### src/rtl/dds_dac_pkg.sv
// Shared types, frame layout and helpers for the DDS-to-DAC serial streamer.
package dds_dac_pkg;

  localparam int unsigned WORD_W  = 32;
  localparam int unsigned DATA_W  = 16;
  localparam int unsigned FRAME_W = 24;
  localparam int unsigned CMD_MSB = 23;
  localparam int unsigned CMD_LSB = 20;
  localparam int unsigned CH_BIT  = 16;

  localparam logic [3:0] DAC_CMD_DEFAULT = 4'b0011;
  localparam logic       CH_A            = 1'b0;
  localparam logic       CH_B            = 1'b1;

  typedef enum logic [1:0] {IDLE, LOAD, SHIFT, GAP} dac_state_e;

  typedef struct packed {
    logic [DATA_W-1:0] cos;
    logic [DATA_W-1:0] sin;
  } dds_word_t;

  // Build one DAC frame; the inverted sample MSB turns two's complement into offset binary.
  function automatic logic [FRAME_W-1:0] make_frame(input logic [3:0] cmd, input logic ch,
                                                    input logic [DATA_W-1:0] sample);
    logic [FRAME_W-1:0] f;
    f                    = '0;
    f[CMD_MSB:CMD_LSB]   = cmd;
    f[CH_BIT]            = ch;
    f[DATA_W-1:0]        = {~sample[DATA_W-1], sample[DATA_W-2:0]};
    return f;
  endfunction

endpackage

### src/rtl/dds_dac_streamer_if.sv
// Valid-qualified DDS sample stream into the DAC streamer (no backpressure).
interface dds_dac_streamer_if;
  import dds_dac_pkg::*;

  dds_word_t DDS_IN;
  logic      DDS_IN_VALID;

  modport master (output DDS_IN, output DDS_IN_VALID);
  modport slave  (input  DDS_IN, input  DDS_IN_VALID);
endinterface

### src/rtl/dds_sample_fifo.sv
// Synchronous sample FIFO with flush; read data is registered one cycle after rd_en.
module dds_sample_fifo import dds_dac_pkg::*; #(
   parameter int unsigned DEPTH = 16
) (
   input  logic                     GCLK,
   input  logic                     reset,
   input  logic                     wr_en,
   input  dds_word_t                wr_data,
   input  logic                     rd_en,
   output dds_word_t                rd_data,
   input  logic                     flush,
   output logic [$clog2(DEPTH):0]   level,
   output logic                     full,
   output logic                     empty
);

   localparam int unsigned AW = $clog2(DEPTH);

   dds_word_t       mem [DEPTH];
   logic [AW-1:0]   wr_ptr;
   logic [AW-1:0]   rd_ptr;
   logic [AW:0]     level_nxt;

   // Flush dominates any write or read in the same cycle.
   always_comb begin
      level_nxt = level;
      if (flush)
         level_nxt = '0;
      else if (wr_en && !rd_en)
         level_nxt = level + (AW+1)'(1);
      else if (rd_en && !wr_en)
         level_nxt = level - (AW+1)'(1);
   end

   always_ff @(posedge GCLK) begin
      if (reset) begin
         wr_ptr  <= '0;
         rd_ptr  <= '0;
         level   <= '0;
         full    <= 1'b0;
         empty   <= 1'b1;
         rd_data <= '0;
      end else begin
         level <= level_nxt;
         full  <= (level_nxt == (AW+1)'(DEPTH));
         empty <= (level_nxt == '0);
         if (flush) begin
            wr_ptr <= '0;
            rd_ptr <= '0;
         end else begin
            if (wr_en)
               wr_ptr <= wr_ptr + AW'(1);
            if (rd_en) begin
               rd_ptr  <= rd_ptr + AW'(1);
               rd_data <= mem[rd_ptr];
            end
         end
      end
   end

   always_ff @(posedge GCLK) begin
      if (wr_en && !flush)
         mem[wr_ptr] <= wr_data;
   end

endmodule

### src/rtl/dds_dac_streamer.sv
// Buffers DDS words and serializes each as two 24-bit offset-binary frames to a dual-channel DAC.
module dds_dac_streamer import dds_dac_pkg::*; #(
   parameter int unsigned FIFO_DEPTH = 16,
   parameter int unsigned SCLK_DIV   = 4,
   parameter logic [3:0]  DAC_CMD    = DAC_CMD_DEFAULT
) (
   input  logic                          GCLK,
   input  logic                          reset,
   dds_dac_streamer_if.slave             dds,
   input  logic [3:0]                    MOD_SEL,
   output logic                          DAC_SCLK,
   output logic                          DAC_SYNC_N,
   output logic                          DAC_DIN,
   output logic [$clog2(FIFO_DEPTH):0]   FIFO_LEVEL,
   output logic                          OVERFLOW,
   output logic                          BUSY
);

   localparam int unsigned GAP_LEN = 2 * SCLK_DIV;
   localparam int unsigned CNT_W   = $clog2(GAP_LEN);
   localparam int unsigned BIT_W   = $clog2(FRAME_W);

   dac_state_e          state;
   logic [3:0]          mod_hist;
   logic [CNT_W-1:0]    cnt;
   logic [BIT_W-1:0]    bit_cnt;
   logic [FRAME_W-1:0]  shifter;
   logic [DATA_W-1:0]   ch_b_data;
   logic                frame_b;

   logic                flush;
   logic                start_ok;
   logic                rd_en;
   logic                wr_en;
   logic                drop;
   logic                fifo_full;
   logic                fifo_empty;
   dds_word_t           rd_data;
   logic [FRAME_W-1:0]  frame_a_c;
   logic [FRAME_W-1:0]  frame_b_c;

   assign flush     = (MOD_SEL != mod_hist);
   assign start_ok  = !fifo_empty && !flush;
   assign wr_en     = dds.DDS_IN_VALID && !flush && (!fifo_full || rd_en);
   assign drop      = dds.DDS_IN_VALID && !flush && !wr_en;
   assign frame_a_c = make_frame(DAC_CMD, CH_A, rd_data.sin);
   assign frame_b_c = make_frame(DAC_CMD, CH_B, ch_b_data);

   // Pop on the way into LOAD so the registered read data is ready inside LOAD.
   always_comb begin
      rd_en = 1'b0;
      case (state)
         IDLE:    rd_en = start_ok;
         GAP:     rd_en = frame_b && (cnt == CNT_W'(GAP_LEN - 2)) && start_ok;
         default: rd_en = 1'b0;
      endcase
   end

   dds_sample_fifo #(.DEPTH(FIFO_DEPTH)) u_fifo (
      .GCLK    (GCLK),
      .reset   (reset),
      .wr_en   (wr_en),
      .wr_data (dds.DDS_IN),
      .rd_en   (rd_en),
      .rd_data (rd_data),
      .flush   (flush),
      .level   (FIFO_LEVEL),
      .full    (fifo_full),
      .empty   (fifo_empty)
   );

   always_ff @(posedge GCLK) begin
      if (reset) begin
         state      <= IDLE;
         mod_hist   <= MOD_SEL;
         cnt        <= '0;
         bit_cnt    <= '0;
         shifter    <= '0;
         ch_b_data  <= '0;
         frame_b    <= 1'b0;
         DAC_SCLK   <= 1'b0;
         DAC_SYNC_N <= 1'b1;
         DAC_DIN    <= 1'b0;
         OVERFLOW   <= 1'b0;
         BUSY       <= 1'b0;
      end else begin
         mod_hist <= MOD_SEL;
         if (drop)
            OVERFLOW <= 1'b1;

         case (state)
            IDLE: begin
               if (rd_en)
                  state <= LOAD;
            end

            LOAD: begin
               shifter    <= frame_a_c;
               DAC_DIN    <= frame_a_c[FRAME_W-1];
               ch_b_data  <= rd_data.cos;
               frame_b    <= 1'b0;
               BUSY       <= 1'b1;
               DAC_SYNC_N <= 1'b0;
               DAC_SCLK   <= 1'b0;
               cnt        <= '0;
               bit_cnt    <= '0;
               state      <= SHIFT;
            end

            // Each bit: SCLK low for SCLK_DIV cycles, then high; data moves on the falling edge.
            SHIFT: begin
               if (cnt == CNT_W'(SCLK_DIV - 1)) begin
                  cnt <= '0;
                  if (!DAC_SCLK) begin
                     DAC_SCLK <= 1'b1;
                  end else begin
                     DAC_SCLK <= 1'b0;
                     if (bit_cnt == BIT_W'(FRAME_W - 1)) begin
                        DAC_SYNC_N <= 1'b1;
                        DAC_DIN    <= 1'b0;
                        state      <= GAP;
                     end else begin
                        bit_cnt <= bit_cnt + BIT_W'(1);
                        shifter <= {shifter[FRAME_W-2:0], 1'b0};
                        DAC_DIN <= shifter[FRAME_W-2];
                     end
                  end
               end else begin
                  cnt <= cnt + CNT_W'(1);
               end
            end

            // Back-to-back samples borrow the last gap cycle for LOAD to keep the 8-cycle SYNC_N gap.
            GAP: begin
               cnt <= cnt + CNT_W'(1);
               if (!frame_b && (cnt == CNT_W'(GAP_LEN - 1))) begin
                  shifter    <= frame_b_c;
                  DAC_DIN    <= frame_b_c[FRAME_W-1];
                  DAC_SYNC_N <= 1'b0;
                  frame_b    <= 1'b1;
                  cnt        <= '0;
                  bit_cnt    <= '0;
                  state      <= SHIFT;
               end else if (frame_b && rd_en) begin
                  BUSY  <= 1'b0;
                  state <= LOAD;
               end else if (frame_b && (cnt == CNT_W'(GAP_LEN - 1))) begin
                  BUSY  <= 1'b0;
                  state <= IDLE;
               end
            end

            default: state <= IDLE;
         endcase
      end
   end

endmodule

### src/flat_wrapper.sv
// flat-port wrapper written by rule: the top's interface ports become plain ports
module dds_dac_streamer_flat import dds_dac_pkg::*;
#(
   parameter int unsigned FIFO_DEPTH = 16,
   parameter int unsigned SCLK_DIV   = 4,
   parameter logic [3:0]  DAC_CMD    = DAC_CMD_DEFAULT
)
  (GCLK, reset, MOD_SEL, DAC_SCLK, DAC_SYNC_N, DAC_DIN, FIFO_LEVEL, OVERFLOW, BUSY, dds_DDS_IN, dds_DDS_IN_VALID);
  dds_dac_streamer_if dds_i ();
  input  logic GCLK;
  input  logic reset;
  input  logic [3:0] MOD_SEL;
  output logic DAC_SCLK;
  output logic DAC_SYNC_N;
  output logic DAC_DIN;
  output logic [$clog2(FIFO_DEPTH):0] FIFO_LEVEL;
  output logic OVERFLOW;
  output logic BUSY;
  input wire logic [$bits(dds_i.DDS_IN)-1:0] dds_DDS_IN;
  input wire logic [$bits(dds_i.DDS_IN_VALID)-1:0] dds_DDS_IN_VALID;
  assign dds_i.DDS_IN = dds_DDS_IN;
  assign dds_i.DDS_IN_VALID = dds_DDS_IN_VALID;
  dds_dac_streamer #(.FIFO_DEPTH(FIFO_DEPTH), .SCLK_DIV(SCLK_DIV), .DAC_CMD(DAC_CMD)) u_core (.GCLK(GCLK), .reset(reset), .dds(dds_i), .MOD_SEL(MOD_SEL), .DAC_SCLK(DAC_SCLK), .DAC_SYNC_N(DAC_SYNC_N), .DAC_DIN(DAC_DIN), .FIFO_LEVEL(FIFO_LEVEL), .OVERFLOW(OVERFLOW), .BUSY(BUSY));
endmodule
### config.mk
export PLATFORM = sky130hd
export DESIGN_NAME = dds_dac_streamer_flat
export DESIGN_NICKNAME = d
export VERILOG_FILES = /design/src/rtl/dds_dac_pkg.sv /design/src/rtl/dds_dac_streamer_if.sv /design/src/rtl/dds_sample_fifo.sv /design/src/rtl/dds_dac_streamer.sv /design/src/flat_wrapper.sv
export SDC_FILE = /design/constraint.sdc
export NUM_CORES = 1
export LEC_CHECK = 0
export ABC_AREA = 1
export BUFFER_PORTS_ARGS = -buffer_cell sky130_fd_sc_hd__buf_2
export CAP_MARGIN = 20
export CELL_PAD_IN_SITES_DETAIL_PLACEMENT = 2
export CELL_PAD_IN_SITES_GLOBAL_PLACEMENT = 2
export CORE_MARGIN = 2
export CORE_UTILIZATION = 35
export CTS_BUF_LIST = sky130_fd_sc_hd__clkbuf_8
export CTS_CLUSTER_SIZE = 20
export DETAILED_ROUTE_END_ITERATION = 8
export PLACE_DENSITY_LB_ADDON = 0.1
export SLEW_MARGIN = 20
export SYNTH_ARGS = -nofsm -noshare
export SYNTH_HDL_FRONTEND = slang
export SYNTH_HIERARCHICAL = 1
export SYNTH_SLANG_ARGS = --single-unit
### constraint.sdc
create_clock -name GCLK -period 3.9 [get_ports GCLK]
set_input_delay 0.39 -clock GCLK [delete_from_list [all_inputs] [get_ports GCLK]]
set_output_delay 0.39 -clock GCLK [all_outputs]
set_load 0.1 [all_outputs]
Yosys cells after proc, flatten, opt, wreduce, memory -nomap -nowiden:

Memories as Yosys holds them, arrays and structs flattened. A register that Yosys moved wholly into a read port is not among the register bits.
Cells that the tools add are included.

* flip-flop bits (word level): 74
* RAM bits: 512
* input bits: 39
* output and inout bits: 10
* word-level logic and storage cells: 123
* memories kept: 1

* add/subtract/negate cells: 6
* eq/ne operators: 18
* multiplexer cells: 45
* bitwise operators: 3
* reductions and logical operators: 33

Memories
* u_core.u_fifo.mem: depth 16, bits a word 32, read ports 1, clocked after memory_dff 1, write ports 1, RTL line dds_sample_fifo.sv:19 `dds_word_t mem [DEPTH];`

Operators by type and width (number)
* 23-bit two-way mux: 4
* 23-bit one-hot mux with 3 select lines: 1
* 5-bit two-way mux: 7
* 1-bit two-way mux: 15
* 5-bit one-hot mux with 3 select lines: 1
* 5-bit AND reduction: 3
* 2-bit two-way mux: 7
* 1-bit logical AND: 12
* 5-bit by 1-bit adder with 5-bit output (second input constant): 2
* 5-bit equality test (second input constant): 2
* 2-bit by 1-bit != test with 1-bit output (second input constant): 5
* 3-bit one-hot mux with 3 select lines: 1
* 4-bit by 1-bit adder with 4-bit output (second input constant): 2
* 1-bit one-hot mux with 2 select lines: 4
* 2-bit one-hot mux with 4 select lines: 1
* 3-bit equality test (second input constant): 2
* 1-bit zero test: 6
* 3-bit two-way mux: 2
* 1-bit one-hot mux with 3 select lines: 2
* 2-bit AND reduction: 3
* 5-bit zero test: 1
* 5-bit by 1-bit subtractor with 5-bit output (second input constant): 1
* 2-bit equality test (second input constant): 2
* 2-bit != test (second input constant): 2
* 14 further kinds: 17

Longest topological paths before layout:

* word-level depth: 13
* depth in mapped cells: 17
* depth with buffers taken out: 17

Modules after synthesis:

The synthesis kept the hierarchy.

By module, submodules not included
* dds_sample_fifo: times used 1, cells each 1982, area each 22586.7 um^2, seq. area each 16315.6 um^2
* dds_dac_streamer: times used 1, cells each 361, area each 2835.2 um^2, seq. area each 1181.1 um^2

Worst setup path after synthesis:

No wires, ideal clock.

* path kind: flip-flop to flip-flop
* from: reg u_core.state[1]
* to: mem u_core/u_fifo/mem[0][0] (netlist bit) (enable)
* arrival: 3489 ps
* required time: 3479 ps
* path slack: -10 ps
* cell stages (with the launch flop): 13
* buffers on the path: 1
* clock period less this slack: 3910 ps
* cell sequence: dfxtp_1 ha_1 buf_4 nand2_1 o21ai_1 nand2_1 nor2_4 nor2_1 nor3b_1 inv_1 nor2_1 nand2_1 nor2_1

* cells in the longest elaborated chain, start to end: 7
* elaborated cells on any way between the ends: 8

Ends and longest elaborated chain
* start, declared: RTL line dds_dac_streamer.sv:23 `dac_state_e state;`
* start signal, assigned: RTL line dds_dac_streamer.sv:74 `state <= IDLE;`
* start signal, assigned: RTL line dds_dac_streamer.sv:94 `state <= LOAD;`
* start signal, assigned: RTL line dds_dac_streamer.sv:107 `state <= SHIFT;`
* 2-bit equality test / 2-bit zero test (equally long branches): RTL line dds_dac_streamer.sv:52 `case (state)`
* 1-bit one-hot mux with 2 select lines *: RTL line dds_dac_streamer.sv:52
* net u_core.rd_en: RTL line dds_dac_streamer.sv:33 `logic rd_en;`
* 1-bit logical OR *: RTL line dds_dac_streamer.sv:44 `assign wr_en = dds.DDS_IN_VALID && !flush && (!fifo_full || rd_en);`
* 1-bit logical AND *: RTL line dds_dac_streamer.sv:44
* net u_core.wr_en: RTL line dds_dac_streamer.sv:34 `logic wr_en;`
* 1-bit logical AND *: RTL line dds_sample_fifo.sv:62 `if (wr_en && !flush)`
* 1-bit two-way mux *: RTL line dds_sample_fifo.sv:62
* 1-bit two-way mux (implied by the code) *: RTL line dds_sample_fifo.sv:63 `mem[wr_ptr] <= wr_data;`
* end, declared: RTL line dds_sample_fifo.sv:19

Mark *: on every way through the listed nets, which the timed path passes. The rest lies on a longest branch.

Worst setup path after layout:

* from: reg u_core.state[0]
* to: mem u_core/u_fifo/mem[13][4] (netlist bit) (enable)

The elaborated chain is that of the path after synthesis.

==> reports/results.txt <==
status: completed
Clk pin slew, worst setup/hold paths: 60 ps
worst slew pin tran: 966 ps
Synth Register Bits: 618
Max FO, Critical Path: 16
total gr overflow: 0
Hold Vio Cnt, Final: 0
largest family of logic cells by synthesized area: simple AND/OR/NAND/NOR gates
clock root buffer: clkbuf_8
die area: 74,800 µm²
H-Tree Level Count: 3
unrepaired setup endpoints after global routing: false
simple-gate share of the synthesized area: 23.0%
Reg2Reg Launch Point: u_core/state[0]$_SDFFE_PP0P_
DRC: 0
Crit. Startpoint: u_core/state[0]$_SDFFE_PP0P_
Worst setup EP type: flip-flop
core region area: 71,700 µm²
R2R setup slack: 360 ps
Final Power: 13.3 mW
CTS buffer count: 109
Synth Area in Compound Gates: 2.71%
commonest non-fill, non-tap cell in the layout: nand2_1
I/O pins: 49
P_leak: 10.7 nW
Die Y: 274 µm
worst path required time: 4300 ps
Post-Synth XOR/XNOR Area: 0.0345%
Synth cell types: 41
DP Wirelength: 55,700 µm
vias in the first global route: 19,400
first-pass detailed-route iteration total: 5
DIE WIDTH: 274 µm
Synth Cell Area: 25,400 µm²
non-filler cells, final: 3,466
Syn Nets: 2,400
Vias/cell: 5.27
Max-cap violations: 0
antenna violations before repair: 3
GR Util All Layers: 23.7%
WL per Instance: 25.2 µm
Reg2Reg Depth: 12
Cells after DPL: 3,259
Worst-Skew Late Latency: 740 ps
Final GP Congestion: 0.773
Final ANT Viol Nets: 0
Max Fclk: 0.282 GHz
DR vias: 18,300
layout cells sized above 1: 11.3%
mux contribution to synthesized area: 0%
final core occ: 40.1%
worst hold path class: in2reg
PortBufs: 48
DP Worst Slack: 215 ps
Routed Wire Length: 87,400 µm
Synth Area in Adders: 0.886%
final hold slack: 115 ps
Area growth syn-to-layout: 13.2%
CP Launch Type: flip-flop
commonest non-fill, non-tap cells in the layout: nand2_1, edfxtp_1, nand3_1
Worst Clk Skew: 58.2 ps
VDD IR-drop max: 0.301 mV
Mapped Cells: 2,343
fin. max-slew vios: 0
setup ws final: 356 ps
critical path endpoint: u_core/u_fifo/mem[13][4]$_DFFE_PP_
Rel. slew slack: 35.6%
Iteration-0 DRC Markers: 1,427
CTS tree: yes
synth warn: 6
CTS Buffer Depth: 3
clk sinks: 618
R2R Path End: u_core/u_fifo/mem[13][4]$_DFFE_PP_
syn avg cell area: 10.9 µm²
pin count of the biggest net entering global routing: 130
Starting Density: 35.4%
register area share after synthesis: 68.8%
Critical Path AT: 3940 ps
final period demand of the worst path: 3540 ps
setup violators final: 0
Pwr per Cell Area: 462 nW/µm²
period utilization: 90.9%
global-route wire length before repair: 130,000 µm
hold path cells: 1
row count: 98
Crit Path Class: reg2reg
Nets: 2,482
==> kinds of logic (layout without fill, tap and decap cells) <==
| family | after synthesis | in the layout |
|---|---|---|
| other | 0 | 1 |
| xor gates and xnor gates | 1 | 1 |
| adders and majority gates | 18 | 18 |
| and+or+nand+nor | 1388 | 1388 |
| DFF | 618 | 618 |
| buffers and inverters | 217 | 389 |
| AOI/OAI and AO/OA | 101 | 101 |
==> synth_stat cells, drive strengths merged <==
master,number,share of area [%]
a211oi,3,0.089
edfxtp,512,60
a21oi,27,0.56
nand4,2,0.049
clkinv,1,0.015
dfxtp,106,8.3
nand3b,3,0.089
a22o,1,0.034
o211ai,1,0.030
inv,81,1.2
nor2,150,2.4
ha,18,0.89
nand2,781,12
buf,107,2.8
xor2,1,0.034
o21ai,48,0.96
a41oi,13,0.80
nand3,436,8.6
nor3b,3,0.089
nor3,9,0.20
or2,2,0.049
clkbuf,28,0.41
o21bai,1,0.030
nor4,2,0.049
a22oi,7,0.21
==> state kept, by name, summed over array words and instances (netlist names) <==
register / count
u_core/u_fifo/mem: 512
u_core/u_fifo/rd_data: 32
u_core/shifter: 23
u_core/ch_b_data: 16
u_core/bit_cnt: 5
u_core/u_fifo/level: 5
u_core/mod_hist: 4
u_core/u_fifo/rd_ptr: 4
u_core/u_fifo/wr_ptr: 4
u_core/cnt: 3
u_core/state: 2
u_core/BUSY: 1
u_core/DAC_DIN: 1
u_core/DAC_SCLK: 1
u_core/DAC_SYNC_N: 1
u_core/OVERFLOW: 1
u_core/frame_b: 1
u_core/u_fifo/empty: 1
u_core/u_fifo/full: 1
==> layer usage <==
layer	wire, µm	part of all wire, %	track usage (%)	vias to the layer above
met1	41100	47	34.4	9488
met2	39200	45	35.9	435
met3	5090	5.8	4.67	121
met4	2060	2.4	6.57	2
met5	12	0.014	0	-
li1	-	-	-	8213
==> metrics by stage <==
step                TNS [ps]  cell area (µm²)
floorplan              -3850            25400
global placement           0            26700
detailed placement         0            26700
CTS                        0            28800
global route               0            28800
finish                     0            28800
==> critical path: stages (launching register included) <==
cell     delay, ps
dfxtp_1        410
inv_1          120
ha_1           310
nor2_1          90
nand2_1        110
nor2_4         120
nor2_1          70
nor3b_1        300
inv_1          200
nor2_1         490
nand2_1        490
nor2_4         230
buf_4          290
==> what timing repair did <==
item | in CTS | in global routing
buffers inserted | 0 | 0
setup endpoints to repair | 0 | 0
gates resized for setup | 0 | 0
hold endpoints to repair | 5 | 0
hold buffers | 5 | 0
==> report_power, final <==
group | total (mW) | internal (mW) | switching, mW
sequential | 7.23 | 7.20 | 0.0358
clock | 5.67 | 2.91 | 2.76
combinational | 0.393 | 0.0821 | 0.310
==> worst min-delay path by stage <==
stage | from | endpoint
after floorplan | MOD_SEL[0] | u_core/mod_hist[0]$_DFF_P_
after global placement | u_core/OVERFLOW$_SDFFE_PP0P_ | u_core/OVERFLOW$_SDFFE_PP0P_
after detailed placement | u_core/OVERFLOW$_SDFFE_PP0P_ | u_core/OVERFLOW$_SDFFE_PP0P_
after CTS | dds_DDS_IN[20] | u_core/u_fifo/mem[7][20]$_DFFE_PP_
after global routing | dds_DDS_IN[20] | u_core/u_fifo/mem[7][20]$_DFFE_PP_
final | dds_DDS_IN[20] | u_core/u_fifo/mem[7][20]$_DFFE_PP_
==> final cells by class <==
class | count | area, µm²
timing repair buffer | 106 | 838
antenna | 1 | 2.50
multi-input combinational | 1508 | 6900
inverter | 82 | 315
clock inverter | 90 | 495
clock buffer | 111 | 1530
tap | 950 | 1190
fill | 7506 | 43000
sequential | 618 | 17500
(Power assumes the default switching activity.)
